`src/rtl/fetch_stage_pkg.sv`:
```
// Shared encodings for the IF stage: PC-source select, bubble instruction,
// fetch FSM state codes and the IF/ID register payload.
package fetch_stage_pkg;

  localparam logic [1:0] PCSRC_SEQ  = 2'b00;
  localparam logic [1:0] PCSRC_BR   = 2'b01;
  localparam logic [1:0] PCSRC_JALR = 2'b10;

  localparam logic [31:0] NOP_INST_DEF = 32'h0000_0013;

  localparam logic [1:0] ST_FETCH   = 2'd0;
  localparam logic [1:0] ST_HOLD    = 2'd1;
  localparam logic [1:0] ST_DISCARD = 2'd2;

  typedef struct packed {
    logic [31:0] inst;
    logic [31:0] pc;
    logic [31:0] pc_plus4;
    logic        valid;
  } ifid_t;

  // 32-bit modulo increment; 0xFFFF_FFFC wraps to 0
  function automatic logic [31:0] next_seq_pc(input logic [31:0] pc);
    return pc + 32'd4;
  endfunction

endpackage

```
`src/rtl/fetch_stage_if.sv`:
```
// Instruction-memory request/response handshake between fetch and imem.
interface fetch_stage_if;
  logic        Fo_imemReq;
  logic [31:0] Fo_imemAddr;
  logic        Fi_imemReady;
  logic [31:0] Fi_imemRdata;

  modport master (output Fo_imemReq, Fo_imemAddr, input Fi_imemReady, Fi_imemRdata);
  modport slave  (input Fo_imemReq, Fo_imemAddr, output Fi_imemReady, Fi_imemRdata);
endinterface

```
`src/rtl/fetch_ifid_reg.sv`:
```
// IF/ID pipeline register: reset > clear (bubble) > hold when disabled >
// load > bubble when nothing was delivered.
module fetch_ifid_reg
  import fetch_stage_pkg::*;
#(
  parameter logic [31:0] NOP_INST = NOP_INST_DEF
) (
  input  logic  clk,
  input  logic  reset,
  input  logic  en,
  input  logic  clear,
  input  logic  load,
  input  ifid_t load_val,
  output ifid_t ifid
);

  ifid_t ifid_d, ifid_q;
  ifid_t bubble;

  always_comb begin
    bubble          = '0;
    bubble.inst     = NOP_INST;
  end

  // next IF/ID contents by priority
  always_comb begin
    ifid_d = ifid_q;
    if (clear) begin
      ifid_d = bubble;
    end else if (en) begin
      ifid_d = load ? load_val : bubble;
    end
  end

  // register with synchronous reset to bubble
  always_ff @(posedge clk) begin
    if (reset) ifid_q <= bubble;
    else       ifid_q <= ifid_d;
  end

  assign ifid = ifid_q;

endmodule

```
`src/rtl/fetch_stage.sv`:
```
// IF stage: owns the PC, issues imem requests and feeds the IF/ID register.
//
//  state   | meaning
//  FETCH   | request outstanding at pc_q; deliver or redirect on ready
//  HOLD    | data captured in buf_q while stalled; no request
//  DISCARD | redirected while request pending; wait for ready, then drop data
module fetch_stage
  import fetch_stage_pkg::*;
#(
  parameter logic [31:0] RESET_PC = 32'h0000_0000,
  parameter logic [31:0] NOP_INST = NOP_INST_DEF
) (
  input  logic                 clk,
  input  logic                 reset,
  input  logic [1:0]           Ei_PCSrc,
  input  logic [31:0]          Ei_PCPlusImm,
  input  logic [31:0]          Ei_ALUResult,
  input  logic                 Fi_stall,
  input  logic                 Di_flush,
  fetch_stage_if.master        imem,
  output logic [31:0]          Do_inst,
  output logic [31:0]          Do_PC,
  output logic [31:0]          Do_PCPlus4,
  output logic                 Do_valid
);

  logic [1:0]  state_d, state_q;
  logic [31:0] pc_d, pc_q;
  logic [31:0] redir_pc_d, redir_pc_q;
  logic [31:0] buf_d, buf_q;

  logic        redirect;
  logic [31:0] target;
  logic        load;
  logic [31:0] load_inst;
  ifid_t       load_val;
  ifid_t       ifid;

  // PCSrc 11 falls through as sequential
  always_comb begin
    redirect = (Ei_PCSrc == PCSRC_BR) || (Ei_PCSrc == PCSRC_JALR);
    target   = (Ei_PCSrc == PCSRC_BR) ? Ei_PCPlusImm : (Ei_ALUResult & ~32'h1);
  end

  assign imem.Fo_imemReq  = !reset && (state_q != ST_HOLD);
  assign imem.Fo_imemAddr = pc_q;

  // fetch FSM and next-PC selection; redirect outranks stall
  always_comb begin
    state_d    = state_q;
    pc_d       = pc_q;
    redir_pc_d = redir_pc_q;
    buf_d      = buf_q;
    load       = 1'b0;
    load_inst  = buf_q;
    case (state_q)
      ST_FETCH: begin
        if (redirect) begin
          if (imem.Fi_imemReady) begin
            pc_d = target;
          end else begin
            redir_pc_d = target;
            state_d    = ST_DISCARD;
          end
        end else if (imem.Fi_imemReady) begin
          if (!Fi_stall) begin
            load      = 1'b1;
            load_inst = imem.Fi_imemRdata;
            pc_d      = next_seq_pc(pc_q);
          end else begin
            buf_d   = imem.Fi_imemRdata;
            state_d = ST_HOLD;
          end
        end
      end
      ST_HOLD: begin
        if (redirect) begin
          pc_d    = target;
          state_d = ST_FETCH;
        end else if (!Fi_stall) begin
          load    = 1'b1;
          pc_d    = next_seq_pc(pc_q);
          state_d = ST_FETCH;
        end
      end
      ST_DISCARD: begin
        if (imem.Fi_imemReady) begin
          pc_d    = redirect ? target : redir_pc_q;
          state_d = ST_FETCH;
        end else if (redirect) begin
          redir_pc_d = target;
        end
      end
      default: state_d = ST_FETCH;
    endcase
  end

  // state registers; imem shares this reset so in-flight data is simply lost
  always_ff @(posedge clk) begin
    if (reset) begin
      state_q    <= ST_FETCH;
      pc_q       <= RESET_PC;
      redir_pc_q <= RESET_PC;
      buf_q      <= NOP_INST;
    end else begin
      state_q    <= state_d;
      pc_q       <= pc_d;
      redir_pc_q <= redir_pc_d;
      buf_q      <= buf_d;
    end
  end

  // IF/ID load payload always carries the current PC
  always_comb begin
    load_val          = '0;
    load_val.inst     = load_inst;
    load_val.pc       = pc_q;
    load_val.pc_plus4 = next_seq_pc(pc_q);
    load_val.valid    = 1'b1;
  end

  fetch_ifid_reg #(.NOP_INST(NOP_INST)) u_ifid (
    .clk      (clk),
    .reset    (reset),
    .en       (!Fi_stall),
    .clear    (Di_flush),
    .load     (load),
    .load_val (load_val),
    .ifid     (ifid)
  );

  assign Do_inst    = ifid.inst;
  assign Do_PC      = ifid.pc;
  assign Do_PCPlus4 = ifid.pc_plus4;
  assign Do_valid   = ifid.valid;

endmodule

```
`src/flat_wrapper.sv`:
```
// flat-port wrapper written by rule: the top's interface ports become plain ports
module fetch_stage_flat import fetch_stage_pkg::*;
#(
  parameter logic [31:0] RESET_PC = 32'h0000_0000,
  parameter logic [31:0] NOP_INST = NOP_INST_DEF
)
  (clk, reset, Ei_PCSrc, Ei_PCPlusImm, Ei_ALUResult, Fi_stall, Di_flush, Do_inst, Do_PC, Do_PCPlus4, Do_valid, imem_Fo_imemReq, imem_Fo_imemAddr, imem_Fi_imemReady, imem_Fi_imemRdata);
  fetch_stage_if imem_i ();
  input  logic clk;
  input  logic reset;
  input  logic [1:0] Ei_PCSrc;
  input  logic [31:0] Ei_PCPlusImm;
  input  logic [31:0] Ei_ALUResult;
  input  logic Fi_stall;
  input  logic Di_flush;
  output logic [31:0] Do_inst;
  output logic [31:0] Do_PC;
  output logic [31:0] Do_PCPlus4;
  output logic Do_valid;
  output wire logic [$bits(imem_i.Fo_imemReq)-1:0] imem_Fo_imemReq;
  output wire logic [$bits(imem_i.Fo_imemAddr)-1:0] imem_Fo_imemAddr;
  input wire logic [$bits(imem_i.Fi_imemReady)-1:0] imem_Fi_imemReady;
  input wire logic [$bits(imem_i.Fi_imemRdata)-1:0] imem_Fi_imemRdata;
  assign imem_Fo_imemReq = imem_i.Fo_imemReq;
  assign imem_Fo_imemAddr = imem_i.Fo_imemAddr;
  assign imem_i.Fi_imemReady = imem_Fi_imemReady;
  assign imem_i.Fi_imemRdata = imem_Fi_imemRdata;
  fetch_stage #(.RESET_PC(RESET_PC), .NOP_INST(NOP_INST)) u_core (.clk(clk), .reset(reset), .Ei_PCSrc(Ei_PCSrc), .Ei_PCPlusImm(Ei_PCPlusImm), .Ei_ALUResult(Ei_ALUResult), .Fi_stall(Fi_stall), .Di_flush(Di_flush), .imem(imem_i), .Do_inst(Do_inst), .Do_PC(Do_PC), .Do_PCPlus4(Do_PCPlus4), .Do_valid(Do_valid));
endmodule
```
`config.mk`:
```
export PLATFORM = sky130hd
export DESIGN_NAME = fetch_stage_flat
export DESIGN_NICKNAME = d
export VERILOG_FILES = /design/src/rtl/fetch_stage_pkg.sv /design/src/rtl/fetch_stage_if.sv /design/src/rtl/fetch_ifid_reg.sv /design/src/rtl/fetch_stage.sv /design/src/flat_wrapper.sv
export SDC_FILE = /design/constraint.sdc
export NUM_CORES = 1
export LEC_CHECK = 0
export BUFFER_PORTS_ARGS = -buffer_cell sky130_fd_sc_hd__buf_2
export CORE_ASPECT_RATIO = 1.4
export CORE_MARGIN = 3
export CORE_UTILIZATION = 40
export CTS_BUF_LIST = sky130_fd_sc_hd__clkbuf_8
export DETAILED_ROUTE_END_ITERATION = 10
export GPL_ROUTABILITY_DRIVEN = 0
export GPL_TIMING_DRIVEN = 0
export PLACE_DENSITY = 0.7
export SLEW_MARGIN = 10
export SYNTH_ARGS = -nofsm -noshare
export SYNTH_HDL_FRONTEND = slang
export SYNTH_HIERARCHICAL = 1
export SYNTH_SLANG_ARGS = --single-unit
```
`constraint.sdc`:
```
create_clock -name clk -period 3.4 [get_ports clk]
set_clock_uncertainty 0.2 [all_clocks]
set_input_delay 0.68 -clock clk [delete_from_list [all_inputs] [get_ports clk]]
set_output_delay 0.68 -clock clk [all_outputs]
set_load 0.02 [all_outputs]
```
After elaboration in Yosys (flattened, before gate mapping)
Index checks and enable logic that the tools add are counted.
{"block": "totals", "reg_bits": 195, "input_bits": 103, "elab_cells": 65, "out_inout_bits": 130}
{"block": "op_classes", "n_eq_ne": 14, "mux": 30, "n_bitwise": 1, "n_reduce_logical": 11, "n_addsub": 1}
{"op": "$mux W32", "n": 14}
{"op": "$mux W97", "n": 1}
{"op": "$pmux W32 S3", "n": 1}
{"op": "$pmux W32 S2", "n": 1}
{"op": "$add A32 B3 Y32 const B", "n": 1}
{"op": "$mux W2", "n": 7}
{"op": "$ne A3 B2 Y1 const B", "n": 3}
{"op": "$ne A2 B2 Y1 const B", "n": 4}
{"op": "$reduce_and A4 Y1", "n": 2}
{"op": "$pmux W2 S3", "n": 1}
{"op": "$reduce_and A5 Y1", "n": 1}
{"op": "$eq A2 B1 Y1 const B", "n": 2}
{"op": "$eq A2 B2 Y1 const B", "n": 2}
{"op": "$mux W1", "n": 4}
{"op": "$ne A2 B1 Y1 const B", "n": 2}
{"op": "$ne A3 B3 Y1 const B", "n": 1}
{"op": "$reduce_and A3 Y1", "n": 1}
{"op": "$reduce_bool A3 Y1", "n": 1}
{"op": "$logic_not A2 Y1", "n": 1}
{"op": "$pmux W1 S2", "n": 1}
{"op": "$reduce_bool A2 Y1", "n": 1}
{"op": "$reduce_or A2 Y1", "n": 1}
{"op": "$logic_and A1 B1 Y1", "n": 1}
{"op": "$logic_not A1 Y1", "n": 1}
{"op": "2 further kinds", "n": 2}

Depth between registers and ports, before layout
Gate-level depths: netlist (run 1).
{"block": "logic_depth", "ltp_word": 5, "mapped_depth": 9}

By module
The synthesis (run 1) kept the hierarchy.
{"module": "fetch_stage", "area_per_inst_um2": 5836.8, "seq_area_each_um2": 1961.9, "n_inst": 1, "cells_each": 713}
{"module": "fetch_ifid_reg", "area_per_inst_um2": 4066.4, "seq_area_each_um2": 1941.9, "n_inst": 1, "cells_each": 433}

Worst setup path after synthesis (run 1)
Ideal clock, no wire load.
{"block": "synth_timing", "path_type": "in2reg", "startpoint": "in Ei_PCSrc[1]", "endpoint": "reg u_core.u_ifid.ifid_q (netlist bit u_core/u_ifid/ifid[66])", "stages": 8, "setup_ns": 0.122, "arrival_ns": 2.321, "setup_slack_ns": 0.756, "cell_sequence": "inv_1 > ha_1 > nand2b_1 > nor4_2 > buf_2 > mux2_2 > and3b_1 > o21ai_1"}
{"block": "synth_via", "elab_chain_len": 5, "word_cells_on_any_way": 9, "classes_between": "eq/ne: 2; mux: 6; reduce/logical: 1"}
{"item": "start: declaration", "line_no": "flat_wrapper.sv:11", "rtl": "input logic [1:0] Ei_PCSrc;"}
{"item": "$eq A2 B1 Y1 / $eq A2 B2 Y1 (equally long branches)", "line_no": "fetch_stage.sv:41", "rtl": "redirect = (Ei_PCSrc == PCSRC_BR) || (Ei_PCSrc == PCSRC_JALR);"}
{"item": "$logic_or A1 B1 Y1 *", "line_no": "fetch_stage.sv:41"}
{"item": "$mux W32 *", "line_no": "fetch_stage.sv:58", "rtl": "if (redirect) begin"}
{"item": "$mux W32 *", "line_no": "fetch_stage.sv:56", "rtl": "case (state_q)"}
{"item": "via u_core.load_inst[1]", "line_no": "fetch_stage.sv:35", "rtl": "logic [31:0] load_inst;"}
{"item": "$mux W97 *", "line_no": "fetch_ifid_reg.sv:31", "rtl": "ifid_d = load ? load_val : bubble;"}
{"item": "end signal: assignment", "line_no": "fetch_ifid_reg.sv:37", "rtl": "if (reset) ifid_q <= bubble;"}
{"item": "end signal: assignment", "line_no": "fetch_ifid_reg.sv:38", "rtl": "else ifid_q <= ifid_d;"}
{"item": "end: declaration", "line_no": "fetch_ifid_reg.sv:17", "rtl": "ifid_t ifid_d, ifid_q;"}
The timed path passes the listed nets; every way through them passes the cells marked *.
A chain may end at the register's enable or synchronous reset.

==> impl_metrics.env, run 1 <==
export IMPL_start_util_pct=41.0
export IMPL_fmax_mhz=313
export IMPL_drtAntennaViolNets=0
export IMPL_areaGrowthSynthToFinish_pct=19.4
export IMPL_slowest_stage="nor3_1"
export IMPL_p_leak_nw=4.72
export IMPL_dr_pass1_iters=5
export IMPL_cp_max_fo=9
export IMPL_die_h_um=192
export IMPL_status="finished clean"
export IMPL_crit_start="u_core/imem.Fo_imemAddr[2]"
export IMPL_worstSetupPathType="reg2reg"
export IMPL_synth_edf_count=0
export IMPL_ir_drop_uv=246
export IMPL_cp_start_kind="flip-flop"
export IMPL_cts_tree="done"
export IMPL_cap_violations=0
export IMPL_grt_met3_usage_pct=4.01
export IMPL_fin_area_mm2=0.0118
export IMPL_top_usage_layer="met2"
export IMPL_hold_depth=3
export IMPL_seqPwrFrac_pct=51.3
export IMPL_layout_nets=1501
export IMPL_reg2reg_from="u_core/imem.Fo_imemAddr[2]"
export IMPL_antenna_found_initial=0
export IMPL_syn_avg_cell_area_um2=8.64
export IMPL_syn_cell_area_mm2=0.00990
export IMPL_setup_viol=0
export IMPL_cp_num_cells=7
export IMPL_end_kind="flip-flop"
export IMPL_timing_final_crit_share_pct=94.1
export IMPL_rows=67
export IMPL_grt_pass1_vias=8808
export IMPL_hp_class="in2reg"
export IMPL_diodes=0
export IMPL_ff2ff_setup_slack_ns=0.20
export IMPL_wl_per_cell_um=18.1
export IMPL_hpwl_um=24500
export IMPL_reg2reg_depth=7
export IMPL_internal_power_mw=3.31
export IMPL_synth_cells=1146
export IMPL_clk_latency_ns=0.48
export IMPL_clk_pin_slew_ns=0.11
export IMPL_drcViolationCount=0
export IMPL_via_per_inst=5.34
export IMPL_gr_usage_met1_pct=24.9
export IMPL_cts_resized=0
export IMPL_grt_max_degree=19
export IMPL_relSlewSlack_pct=27.0
export IMPL_required_ns=3.63
export IMPL_grt_pass1_wl_um=47600
export IMPL_critPathMostFrequentCell="nand4_1"
export IMPL_worst_slew_pin_slew_ns=1.09
export IMPL_crit_end="u_core/u_ifid/ifid[29]"
export IMPL_final_common_cell="buf_2"
export IMPL_dieArea_mm2=0.0267
export IMPL_ys_ff_latch=195
export IMPL_dr_first_iter_drc_count=496
export IMPL_numClockSinks=195
export IMPL_drive_above_1_share_pct=31.6
export IMPL_cts_root_buf="clkbuf_8"
export IMPL_synth_distinct_cells=64
export IMPL_syn_nets=1251
export IMPL_period_minus_slack_ns=3.20
export IMPL_post_cts_setup_buffers=0
export IMPL_critical_path_top_delay_family="simple AND/OR/NAND/NOR gates"
export IMPL_vias=9174
export IMPL_netSwitchingFraction_pct=31.8
export IMPL_cts_hold_buf=0
export IMPL_finalWirelength_um=31100
export IMPL_tns_ns=0
export IMPL_core_area_mm2=0.0241
export IMPL_ys_seq_area_share_pct=39.4
export IMPL_port_buffers=231
export IMPL_clk_path_buf_depth=2
export IMPL_p_per_area_mw_per_mm2=411
export IMPL_h_tree_depth=4
export IMPL_gr_total_overflow=0
export IMPL_hold_viol=0
export IMPL_cp_num_buf_inv=0
export IMPL_path_cells="ha_1 > nand4_1 > nor3_1 > nand4_1 > xnor2_1 > nand3_1 > a21oi_2"
export IMPL_synth_ff_type="dfxtp_1"
export IMPL_combPwrFrac_pct=18.3
export IMPL_r2r_end="u_core/u_ifid/ifid[29]"
export IMPL_drv_slew=0
export IMPL_most_common_layout_cells="257 x buf_2, 195 x dfxtp_1, 110 x nand3_1"
export IMPL_yosys_warnings=6
export IMPL_place_area_mm2=0.0114
export IMPL_globalRouteTotalUtil_pct=22.5
export IMPL_cpPeakStageDelay_ns=0.85
export IMPL_rsz0062_at_grt="false"
export IMPL_arrival_ns=3.43
export IMPL_numCtsBuffers=17
export IMPL_grtUsageMet2_pct=41.0
export IMPL_clock_power_share_pct=30.3
export IMPL_switchingPower_mw=1.54
export IMPL_io_pins=233
export IMPL_hold_worst_slack_ns=0.230
export IMPL_async_reset_ff_share_pct=0
export IMPL_die_w_um=139
## worst min path at each step
stage                               start          endpoint  slack, ns
floorplan                 u_core/buf_q[2]   u_core/buf_q[2]       0.23
global placement         u_core/buf_q[16]  u_core/buf_q[16]       0.24
detailed placement       u_core/buf_q[24]  u_core/buf_q[24]       0.25
CTS                 imem_Fi_imemRdata[12]  u_core/buf_q[12]       0.20
global route         imem_Fi_imemRdata[4]   u_core/buf_q[4]       0.20
finish              imem_Fi_imemRdata[12]  u_core/buf_q[12]       0.23
## synthesized netlist by cell type (3+ instances only)
cell	n	share of area, %
a211oi_1	23	1.7
a21o_1	11	0.83
a21oi_1	101	5.1
a21oi_2	60	5.3
a311oi_1	3	0.27
and3_1	10	0.63
and3b_1	3	0.27
and4_1	4	0.35
buf_12	7	1.4
buf_2	26	1.3
buf_4	33	2.5
clkbuf_1	59	2.2
dfxtp_1	195	39
inv_1	8	0.30
mux2_1	3	0.34
mux2_2	42	4.8
mux2i_1	34	3.4
nand2_1	88	3.3
nand2b_1	101	6.4
nand3_1	110	5.6
nand3b_1	4	0.30
nand4_1	12	0.76
nor2_1	66	2.5
nor3_1	17	0.86
nor4_1	7	0.44
o211ai_1	4	0.30
o21a_1	10	0.76
o21ai_0	17	0.86
o21ai_1	3	0.15
o221ai_1	12	1.1
o32ai_1	3	0.27
or3_1	5	0.32
xnor2_1	15	1.3
xor2_1	12	1.1
## routing by layer
| metal | vias up | part of all wire (%) |
|---|---|---|
| met3 | 80 | 5.2 |
| met4 | 0 | 4.5 |
| met1 | 4272 | 39 |
| met2 | 330 | 51 |
| li1 | 4492 | - |
| met5 | - | 0 |
## sequential cells by signal, indices dropped and copies added (netlist names)
signal,flops
u_core/u_ifid/ifid,97
u_core/imem.Fo_imemAddr,32
u_core/redir_pc_q,32
u_core/state_q,2
u_core/buf_q,32
## metrics by stage
stage / worst slack, ns / total power, mW / instances / utilization (%)
2_1_floorplan: 0.756 / 3.11 / 1146 / -
3_3_place_gp: 0.108 / 3.41 / 1687 / 47.4
3_5_place_dp: 0.100 / 3.43 / 1687 / 47.4
4_1_cts: 0.189 / 4.89 / 1719 / 49.0
5_1_grt: 0.0137 / 5.06 / 1719 / 49.0
6_report: 0.202 / 4.86 / 1719 / 49.0
## final cells by class
| cell class | count | area [um^2] |
|---|---|---|
| plain buffers | 130 | 774 |
| clock buffers | 19 | 262 |
| clock inverters | 13 | 119 |
| fillers | 2410 | 12300 |
| inverters | 8 | 30.0 |
| multi-input cells | 813 | 5190 |
| flip-flops and latches | 195 | 3900 |
| well taps | 310 | 388 |
| repair buffers | 231 | 1160 |
## worst reg2reg max path: stages (launching register included)
cell and delay, ns:
dfxtp_1 0.58, ha_1 0.35, nand4_1 0.23, nor3_1 0.85
nand4_1 0.22, xnor2_1 0.43, nand3_1 0.15, a21oi_2 0.15
## cell families (layout without fill, tap and decap cells)
logic type	count (synthesis)	in the layout	synth area share [%]
mux	79	79	8.55
buf+inv	138	401	8.12
other cells	1	1	0.0379
fa+ha+maj	2	2	0.253
simple gates	444	444	23.4
flops	195	195	39.4
compound gates	259	259	17.7
xor+xnor	28	28	2.55
## power groups by stage
| stage | clock, mW | sequential [mW] | combinational [mW] |
|---|---|---|---|
| after floorplan | 0 | 2.50 | 0.608 |
| after global placement | 0 | 2.54 | 0.873 |
| after detailed placement | 0 | 2.54 | 0.885 |
| after CTS | 1.52 | 2.49 | 0.888 |
| after global routing | 1.59 | 2.50 | 0.969 |
| final | 1.47 | 2.49 | 0.891 |
No activity file was read; power rests on OpenSTA's default activity.
==> run 2, diff against run 1 <==
--- a/config.mk
+++ b/config.mk
@@ -12,7 +12,7 @@
 export CTS_BUF_LIST = sky130_fd_sc_hd__clkbuf_8
 export DETAILED_ROUTE_END_ITERATION = 10
 export GPL_ROUTABILITY_DRIVEN = 0
-export GPL_TIMING_DRIVEN = 0
+export MAX_ROUTING_LAYER = met4
 export PLACE_DENSITY = 0.7
 export SLEW_MARGIN = 10
 export SYNTH_ARGS = -nofsm -noshare
==> run 2 against run 1 <==
Non-clock buffer count is 104 lower. Critical path depth is 1 higher. Combinational power is 11% lower. Routed wire length is 14% lower. Critical endpoint unchanged. Sequential share of layout area is 1.4 points higher. Die area stayed put. Worst hold slack better by 0.019 ns. Utilization is 2.0 points lower. Via count is 6.6% lower. Maximum frequency is 17% higher.
==> impl_metrics.env, run 2 (same netlist as run 1, synthesis figures left out) <==
export IMPL_status="finished clean"
export IMPL_post_cts_setup_buffers=0
export IMPL_fill_cells=2370
export IMPL_setup_ws_ns=0.657
export IMPL_clk_path_buf_depth=2
export IMPL_reg2reg_depth=8
export IMPL_dr_first_iter_drc_count=492
export IMPL_numCtsBuffers=17
export IMPL_io_pins=233
export IMPL_ff2ff_setup_slack_ns=0.66
export IMPL_drtAntennaViolNets=0
export IMPL_cp_start_kind="flip-flop"
export IMPL_pre_cts_ws_ns=0.578
export IMPL_rsz0062_at_grt="false"
export IMPL_rows=67
export IMPL_grt_pass1_wl_um=42400
export IMPL_hp_class="in2reg"
export IMPL_dr_pass1_iters=6
export IMPL_die_w_um=139
export IMPL_diodes=0
export IMPL_clk_latency_ns=0.47
export IMPL_hold_path_end="u_core/buf_q[18]"
export IMPL_drcViolationCount=0
export IMPL_drv_slew=0
export IMPL_vias=8573
export IMPL_numClockSinks=195
export IMPL_largest_reg_flops=97
export IMPL_timing_final_crit_share_pct=80.7
export IMPL_start_util_pct=41.0
export IMPL_worst_slew_pin_slew_ns=0.740
export IMPL_hpwl_um=18800
export IMPL_port_buffers=231
export IMPL_setup_viol=0
export IMPL_fmax_mhz=365
export IMPL_areaGrowthSynthToFinish_pct=14.6
export IMPL_cap_violations=0
export IMPL_end_kind="flip-flop"
export IMPL_required_ns=3.60
export IMPL_cp_max_fo=9
export IMPL_clk_pin_slew_ns=0.10
export IMPL_period_minus_slack_ns=2.74
export IMPL_grt_pass1_vias=7906
export IMPL_core_area_mm2=0.0241
export IMPL_drive_above_1_share_pct=31.5
export IMPL_hold_depth=3
export IMPL_cts_resized=0
export IMPL_gr_total_overflow=0
export IMPL_dieArea_mm2=0.0267
export IMPL_arrival_ns=2.95
export IMPL_h_tree_depth=4
export IMPL_cts_hold_buf=0
export IMPL_tns_ns=0
export IMPL_reg2reg_from="u_core/imem.Fo_imemAddr[2]"
export IMPL_die_h_um=192
export IMPL_worstSetupPathType="reg2reg"
export IMPL_fin_area_mm2=0.0113
export IMPL_cts_tree="done"
export IMPL_relSlewSlack_pct=50.6
export IMPL_via_per_inst=5.31
export IMPL_ir_drop_uv=225
export IMPL_grt_max_degree=125
export IMPL_most_common_layout_cells="230 x buf_2, 195 x dfxtp_1, 110 x nand3_1"
export IMPL_min_from="imem_Fi_imemRdata[18]"
export IMPL_place_area_mm2=0.0110
export IMPL_r2r_end="u_core/u_ifid/ifid[29]"
export IMPL_finalWirelength_um=26900
export IMPL_p_leak_nw=4.41
export IMPL_layout_nets=1397
export IMPL_globalRouteTotalUtil_pct=20.0
export IMPL_final_common_cell="buf_2"
export IMPL_cts_root_buf="clkbuf_8"
export IMPL_antenna_found_initial=0
export IMPL_hold_viol=0
export IMPL_wl_per_cell_um=16.7
export IMPL_p_per_area_mw_per_mm2=413
-- run 2: changes by cell type in the layout (fill, tap and decap cells not counted), sizes merged --
cell,previous run,this run
clkbuf,79,17
buf,301,257
clkinvlp,2,3
inv,14,15
-- run 2: layout make-up --
| cell class | instances | area [um^2] | area share (%) |
|---|---|---|---|
| clock buffers | 17 | 234 | 2.06 |
| clock inverters | 15 | 123 | 1.08 |
| multi-input cells | 813 | 5250 | 46.3 |
| inverters | 8 | 32.5 | 0.287 |
| flip-flops and latches | 195 | 3900 | 34.4 |
| repair buffers | 257 | 1420 | 12.5 |
| well taps | 310 | 388 | 3.42 |
-- run 2: metal layers --
| metal | global-route usage (%) | routed length [um] | share of wire (%) |
|---|---|---|---|
| met5 | - | 0 | 0 |
| met4 | 7.76 | 733 | 2.7 |
| met3 | 4.38 | 1580 | 5.9 |
| met2 | 33.0 | 13100 | 49 |
| met1 | 24.0 | 11500 | 43 |
-- run 2: how the worst max path moves through the flow --
stage | from | endpoint | slack (ns)
final | u_core/imem.Fo_imemAddr[2] | u_core/u_ifid/ifid[29] | 0.66
after global routing | u_core/imem.Fo_imemAddr[2] | u_core/u_ifid/ifid[31] | 0.49
after CTS | u_core/imem.Fo_imemAddr[2] | u_core/u_ifid/ifid[31] | 0.70
after detailed placement | Ei_PCSrc[1] | u_core/u_ifid/ifid[65] | 0.58
after global placement | Ei_PCSrc[1] | u_core/u_ifid/ifid[65] | 0.57
after floorplan | Ei_PCSrc[1] | u_core/u_ifid/ifid[66] | 0.76
-- run 2: stage by stage --
step	cells	hold WS [ns]	power, mW	util [%]
6_report	1615	0.250	4.69	47.0
5_1_grt	1615	0.218	4.92	47.0
4_1_cts	1615	0.190	4.75	47.0
3_5_place_dp	1583	0.246	3.33	45.5
3_3_place_gp	1583	0.238	3.31	45.5
2_1_floorplan	1146	0.232	3.11	-
-- run 2: report_power, final --
part | leakage [nW] | internal (mW) | total, mW | switching (mW)
logic | 2.65 | 0.317 | 0.790 | 0.473
clock network | 0.176 | 0.525 | 1.41 | 0.883
registers | 1.58 | 2.37 | 2.49 | 0.117
total | 4.41 | 3.21 | 4.69 | 1.47
-- run 2: worst max-delay path, cell delays in order, from the launching register on --
cell	delay (ns)
dfxtp_1	0.62
ha_1	0.34
nand4_1	0.24
nor3_1	0.30
buf_4	0.24
nand4_1	0.13
xnor2_1	0.30
nand3_1	0.15
a21oi_2	0.15
